### src/rtl/bin2bcd_seq_if.sv
// Request/result bundle between the display register block and the binary-to-BCD converter.
// The master drives start/bin. The slave (the converter) drives busy/valid/bcd.
interface bin2bcd_seq_if #(
    parameter int BIN_W  = 26,
    parameter int DIGITS = 8
);
    logic                  i_start;
    logic [BIN_W-1:0]      i_bin;
    logic                  o_busy;
    logic                  o_valid;
    logic [4*DIGITS-1:0]   o_bcd;

    modport master (
        output i_start,
        output i_bin,
        input  o_busy,
        input  o_valid,
        input  o_bcd
    );

    modport slave (
        input  i_start,
        input  i_bin,
        output o_busy,
        output o_valid,
        output o_bcd
    );
endinterface

### src/rtl/bin2bcd_seq.sv
// Sequential double-dabble converter: one binary bit per clock into packed BCD digits.
// Optional leading-zero blanking (digits above the top nonzero digit become 4'hF) under BIN2BCD_BLANK_EN.
//
// state | meaning
// IDLE  | waiting for i_start; o_bcd holds the last result
// SHIFT | add-3 correction then one left shift per cycle, BIN_W cycles
// DONE  | scratch is final; publish to o_bcd and pulse o_valid on leaving
module bin2bcd_seq #(
    parameter int BIN_W  = 26,
    parameter int DIGITS = 8
) (
    input  logic            i_clk,
    input  logic            i_rst_n,
    bin2bcd_seq_if.slave    bus
);

    localparam int BCD_W = 4 * DIGITS;
    localparam int TOT_W = BCD_W + BIN_W;
    localparam int CNT_W = $clog2(BIN_W + 1);

    localparam logic [1:0] S_IDLE  = 2'd0;
    localparam logic [1:0] S_SHIFT = 2'd1;
    localparam logic [1:0] S_DONE  = 2'd2;

    localparam logic [CNT_W-1:0] CNT_LAST = CNT_W'(BIN_W - 1);
    localparam logic [CNT_W-1:0] CNT_ONE  = CNT_W'(1);

    logic [1:0]        state_q, state_d;
    logic [CNT_W-1:0]  cnt_q, cnt_d;
    logic [BIN_W-1:0]  shift_q, shift_d;
    logic [BCD_W-1:0]  scratch_q, scratch_d;
    logic [BCD_W-1:0]  bcd_q, bcd_d;
    logic              valid_q, valid_d;

    logic [BCD_W-1:0]  adj;
    logic [TOT_W-1:0]  shifted;
    logic [BCD_W-1:0]  bcd_out;

    // Correction is applied to every digit before the shift; the top digit's carry is dropped by the shift.
    always_comb begin
        adj = scratch_q;
        for (int i = 0; i < DIGITS; i++) begin
            if (scratch_q[4*i +: 4] >= 4'd5) begin
                adj[4*i +: 4] = scratch_q[4*i +: 4] + 4'd3;
            end
        end
        shifted = {adj, shift_q} << 1;
    end

`ifdef BIN2BCD_BLANK_EN
    always_comb begin
        logic seen_nz;
        seen_nz = 1'b0;
        bcd_out = scratch_q;
        for (int i = DIGITS - 1; i >= 1; i--) begin
            if (scratch_q[4*i +: 4] != 4'h0) begin
                seen_nz = 1'b1;
            end
            if (!seen_nz) begin
                bcd_out[4*i +: 4] = 4'hF;
            end
        end
    end
`else
    assign bcd_out = scratch_q;
`endif

    always_comb begin
        state_d   = state_q;
        cnt_d     = cnt_q;
        shift_d   = shift_q;
        scratch_d = scratch_q;
        bcd_d     = bcd_q;
        valid_d   = 1'b0;
        case (state_q)
            S_IDLE: begin
                if (bus.i_start) begin
                    state_d   = S_SHIFT;
                    shift_d   = bus.i_bin;
                    scratch_d = '0;
                    cnt_d     = '0;
                end
            end
            S_SHIFT: begin
                scratch_d = shifted[TOT_W-1:BIN_W];
                shift_d   = shifted[BIN_W-1:0];
                cnt_d     = cnt_q + CNT_ONE;
                if (cnt_q == CNT_LAST) begin
                    state_d = S_DONE;
                end
            end
            S_DONE: begin
                bcd_d   = bcd_out;
                valid_d = 1'b1;
                state_d = S_IDLE;
            end
            default: begin
                state_d = S_IDLE;
            end
        endcase
    end

    always_ff @(posedge i_clk or negedge i_rst_n) begin
        if (!i_rst_n) begin
            state_q   <= S_IDLE;
            cnt_q     <= '0;
            shift_q   <= '0;
            scratch_q <= '0;
            bcd_q     <= '0;
            valid_q   <= 1'b0;
        end else begin
            state_q   <= state_d;
            cnt_q     <= cnt_d;
            shift_q   <= shift_d;
            scratch_q <= scratch_d;
            bcd_q     <= bcd_d;
            valid_q   <= valid_d;
        end
    end

    // Busy covers DONE as well, so it falls on the same edge that raises o_valid.
    assign bus.o_busy  = (state_q != S_IDLE);
    assign bus.o_valid = valid_q;
    assign bus.o_bcd   = bcd_q;

endmodule
### src/flat_wrapper.sv
// flat-port wrapper written by rule: the top's interface ports become plain ports
module bin2bcd_seq_flat 
#(
    parameter int BIN_W  = 26,
    parameter int DIGITS = 8
)
  (i_clk, i_rst_n, bus_i_start, bus_i_bin, bus_o_busy, bus_o_valid, bus_o_bcd);
  bin2bcd_seq_if #(.BIN_W(BIN_W), .DIGITS(DIGITS)) bus_i ();
  input  logic i_clk;
  input  logic i_rst_n;
  input wire logic [$bits(bus_i.i_start)-1:0] bus_i_start;
  input wire logic [$bits(bus_i.i_bin)-1:0] bus_i_bin;
  output wire logic [$bits(bus_i.o_busy)-1:0] bus_o_busy;
  output wire logic [$bits(bus_i.o_valid)-1:0] bus_o_valid;
  output wire logic [$bits(bus_i.o_bcd)-1:0] bus_o_bcd;
  assign bus_i.i_start = bus_i_start;
  assign bus_i.i_bin = bus_i_bin;
  assign bus_o_busy = bus_i.o_busy;
  assign bus_o_valid = bus_i.o_valid;
  assign bus_o_bcd = bus_i.o_bcd;
  bin2bcd_seq #(.BIN_W(BIN_W), .DIGITS(DIGITS)) u_core (.i_clk(i_clk), .i_rst_n(i_rst_n), .bus(bus_i));
endmodule
### config.mk
export PLATFORM = sky130hd
export DESIGN_NAME = bin2bcd_seq_flat
export DESIGN_NICKNAME = d
export VERILOG_FILES = /design/src/rtl/bin2bcd_seq_if.sv /design/src/rtl/bin2bcd_seq.sv /design/src/flat_wrapper.sv
export SDC_FILE = /design/constraint.sdc
export NUM_CORES = 1
export LEC_CHECK = 0
export BUFFER_PORTS_ARGS = -buffer_cell sky130_fd_sc_hd__clkbuf_2
export CORE_MARGIN = 2
export CORE_UTILIZATION = 45
export CTS_CLUSTER_DIAMETER = 80
export DETAILED_ROUTE_END_ITERATION = 7
export PLACE_DENSITY = 0.67
export SYNTH_ARGS = -nofsm -noshare
export SYNTH_HDL_FRONTEND = slang
export SYNTH_SLANG_ARGS = --single-unit
### constraint.sdc
create_clock -name i_clk -period 1.4 [get_ports i_clk]
set_input_delay 0.21 -clock i_clk [delete_from_list [all_inputs] [get_ports i_clk]]
set_output_delay 0.21 -clock i_clk [all_outputs]
set_load 0.01 [all_outputs]
==> impl_metrics.tcl <==
set metrics [dict create \
    status "completed" \
    synth_warnings 0 \
    maxCapViolCount 0 \
    place.gp.congestion 0.767 \
    synth_top_family_by_area "compound AO/OA/AOI/OAI gates" \
    ys_types 35 \
    worstHoldPathType "in -> reg" \
    power_frac_comb_pct 52.6 \
    r2r_end "u_core.bcd_out[7]" \
    switching_share_pct 40.0 \
    synth.area.mux_share_pct 0.420 \
    crit_path_end_kind "flop" \
    final.fill_count 891 \
    syn_inst 450 \
    antenna_found_initial 0 \
    hold_viol 0 \
    skew_ns 0.0135 \
    worstSetupPathType "reg -> reg" \
    synth_fa_ha_area_share_pct 4.73 \
    synthFlopType "dfrtp_1" \
    overflow 0 \
    die_y_um 107 \
    clk_latency_ns 0.36 \
    grt_pass1_vias 3905 \
    slowest_stage "dfrtp_2" \
    drive_gt1_share_pct 35.6 \
    yosysSeqAreaShare_pct 51.5 \
    max_slew_margin_pct 76.2 \
    synthXorXnorAreaFrac_pct 1.29 \
    reg2reg_slack_ns 0.01 \
    fmax_mhz 722 \
    cts_inserted_buffers 9 \
    synth_top_area_share_pct 51.5 \
    die_w_um 107 \
    fin_crit_ns 1.39 \
    cts.sink_count 98 \
    drt_iter0_markers 169 \
    place_inst 650 \
    grt_first_pass_wirelength_um 18100 \
    post-route-util_pct 59.1 \
    area_delta_synth_final_pct 27.6 \
    worstPathArrival_ns 1.63 \
    dr.pass1.iters 4 \
    drc_errors 0 \
    p_leak_nw 2.77 \
    clkTransAtPathRegs_ns 0.09 \
    post-route-period-util_pct 99.0 \
    whs_endpoint "u_core.shift_q[0]" \
    rsz0062_at_grt "yes" \
    worstMarginPinSlew_ns 0.357 \
    grt_max_degree 40 \
    p_sw_w 0.00549 \
    critical_path.max_fanout 7 \
    finalHoldWorstSlack_ns 0.108 \
    reg2reg_from "u_core.state_q[1]" \
    wirelength_um 11400 \
    vias 3964 \
    finalSetupViolCount 0 \
    cts_root_buffer "clkbuf_8" \
    hpwl_um 7000 \
    intPower_w 0.00825 \
    avgSynthCellArea_um2 10.6 \
    critPathTopFamily "compound AO/OA/AOI/OAI gates" \
    cts_tree "yes" \
    power_frac_seq_pct 35.2 \
    initial_core_util_pct 46.3 \
    dieArea_um2 11400 \
    ff2ff_path_depth 5 \
    drtAntennaViolNets 0 \
    instances_no_fill 698 \
    power_density_nw_per_um2 2260 \
    path_cells "buf_6 -> o21ba_4 -> buf_12 -> o31ai_1 -> a32o_1" \
    fp.coreArea_um2 10300 \
    synth_top_area_cell "dfrtp_1" \
    core.rowCount 37 \
    diodes 0 \
    cts_buffer_depth 2 \
    ios 63 \
    vias_per_cell 5.68 \
    synthSimpleGateAreaFrac_pct 6.57 \
    critPathBufInv 2 \
    wl_per_cell_um 16.4 \
    p_clk_share_pct 12.2 \
    nNetsFinal 604 \
    worst_slack_ns 0.0141 \
    synth_nets 497 \
    hold_depth 2 \
    pre_cts_ws_ns -0.0578 \
    h-tree-depth 3 \
    peakVddDrop_mv 0.917 \
    synth_edf_count 0 \
    hp-start "bus_i_bin[0]" \
    synth_area_um2 4760 \
    gr-usage-all-layers_pct 19.6 \
    crit_path_start_kind "flop" \
    synth_compound_area_share_pct 28.2 \
    synth-seq-cells 98 \
    drv_slew 0 \
    portBuffers 62 \
    worstPathRequired_ns 1.64 \
    async_reset_ff_share_pct 100 \
    synth.top_cells.by_area "dfrtp_1 51%, o22ai_1 6.7%, ha_1 4.7%" \
    max_stage_delay_ns 0.42 \
]
-- registers in the layout, summed over array words and instances (netlist names) --
name,count
u_core.shift_q,26
u_core.bus.o_bcd,32
u_core.cnt_q,5
u_core.bcd_out,32
u_core.bus.o_valid,1
u_core.state_q,2
-- worst max path at each step --
stage               cells after the start  slack (ns)            endpoint               start
CTS                                     4      -0.006          bus_o_busy   u_core.state_q[1]
finish                                  5        0.01   u_core.bcd_out[7]   u_core.state_q[1]
detailed placement                      5       -0.06  u_core.bcd_out[18]  u_core.bcd_out[16]
global route                            5       -0.04  u_core.bcd_out[10]   u_core.bcd_out[8]
floorplan                               5        0.08  u_core.bcd_out[10]   u_core.bcd_out[8]
global placement                        5        0.02  u_core.bcd_out[18]  u_core.bcd_out[16]
-- per-layer routing --
metal  vias to the layer above  part of all wire, %  wire length (um)  global-route usage, %
met1                      1945                   42              4850                   24.2
met4                         0                  2.7               304                   6.31
met2                       101                   50              5690                   33.9
met3                        27                  5.1               585                   4.56
li1                       1891                    -                 -                      -
met5                         -                    0                 0                      0
-- repair_timing --
| action | 4_1_cts | 5_1_grt |
|---|---|---|
| pin swaps | 2 | 9 |
| cloned | 0 | 3 |
| setup buffers | 9 | 19 |
| endpoints found under the setup margin | 14 | 35 |
| hold endpoints to repair | 22 | 0 |
| hold buffers | 1 | 0 |
| gates resized for setup | 24 | 40 |
-- Yosys cell counts, types with 2 or more instances --
| cell type | count |
|---|---|
| o21ai_1 | 34 |
| inv_1 | 34 |
| nand4_1 | 2 |
| o221ai_1 | 8 |
| o311ai_2 | 3 |
| nand2b_1 | 3 |
| ha_1 | 18 |
| buf_4 | 13 |
| mux2i_1 | 2 |
| o22ai_1 | 51 |
| a32o_1 | 9 |
| o2111ai_1 | 16 |
| o31ai_1 | 3 |
| o311ai_1 | 5 |
| buf_2 | 6 |
| o21ai_0 | 10 |
| xnor2_1 | 7 |
| dfrtp_1 | 98 |
| inv_2 | 2 |
| buf_6 | 4 |
| nor2b_1 | 10 |
| nor2_1 | 3 |
| nand2_1 | 51 |
| o31ai_2 | 5 |
| clkbuf_1 | 6 |
| o21a_1 | 8 |
| o32ai_2 | 7 |
| a21oi_1 | 25 |
-- stage by stage --
stage | TNS (ns) | instance area (um^2) | total power [W]
4_1_cts | -0.00723 | 5700 | 0.0126
3_5_place_dp | -0.120 | 5390 | 0.0107
2_1_floorplan | 0 | 4760 | 0.00892
6_report | 0 | 6070 | 0.0137
3_3_place_gp | 0 | 5390 | 0.0104
5_1_grt | -0.225 | 6070 | 0.0147
-- power groups by stage --
stage / sequential [W] / combinational, W / clock [W]
finish: 0.00483 / 0.00723 / 0.00168
global route: 0.00496 / 0.00793 / 0.00183
CTS: 0.00478 / 0.00613 / 0.00171
detailed placement: 0.00485 / 0.00584 / 0
global placement: 0.00477 / 0.00561 / 0
floorplan: 0.00476 / 0.00416 / 0
-- cell families after synthesis --
kind of cell / after synthesis
AO/OA/AOI/OAI: 187
flip-flops: 98
XOR/XNOR: 7
buffers and inverters: 67
adder cells (fa/ha/maj): 18
multiplexers: 2
AND/OR/NAND/NOR: 71
-- area by class of cell --
cell class                      count  area (um^2)  area share (%)
Sequential cell                    98         2450            40.4
Clock buffer                       12          145            2.39
Inverter                           36          148            2.43
Clock inverter                      4         27.5           0.453
Tap cell                          136          170            2.80
Multi-Input combinational cell    285         2170            35.7
Timing Repair Buffer              127          963            15.9
-- cell usage in the layout (no fill, tap or decap), drive strengths merged --
| cell type | netlist | layout |
|---|---|---|
| dfrtp | 98 | 98 |
| clkbuf | 6 | 76 |
| buf | 25 | 62 |
| nand2 | 51 | 51 |
| o22ai | 51 | 51 |
| o21ai | 44 | 44 |
| inv | 36 | 35 |
| a21oi | 25 | 25 |
| ha | 18 | 18 |
| o2111ai | 16 | 16 |
| nor2b | 10 | 10 |
| a32o | 9 | 9 |
| o221ai | 8 | 8 |
| o21a | 8 | 8 |
| o311ai | 8 | 8 |
| o31ai | 8 | 8 |
| xnor2 | 7 | 7 |
| o32ai | 7 | 7 |
| nor2 | 3 | 3 |
| clkinvlp | 0 | 3 |
| nand2b | 3 | 3 |
| nand4 | 2 | 2 |
| mux2i | 2 | 2 |
| clkinv | 0 | 2 |
| o21bai | 1 | 1 |
| o21ba | 1 | 1 |
| nand4b | 1 | 1 |
| nor3b | 1 | 1 |
| a21o | 1 | 1 |
| dlygate4sd3 | 0 | 1 |
Note: power is estimated with default switching activity, not from simulation.
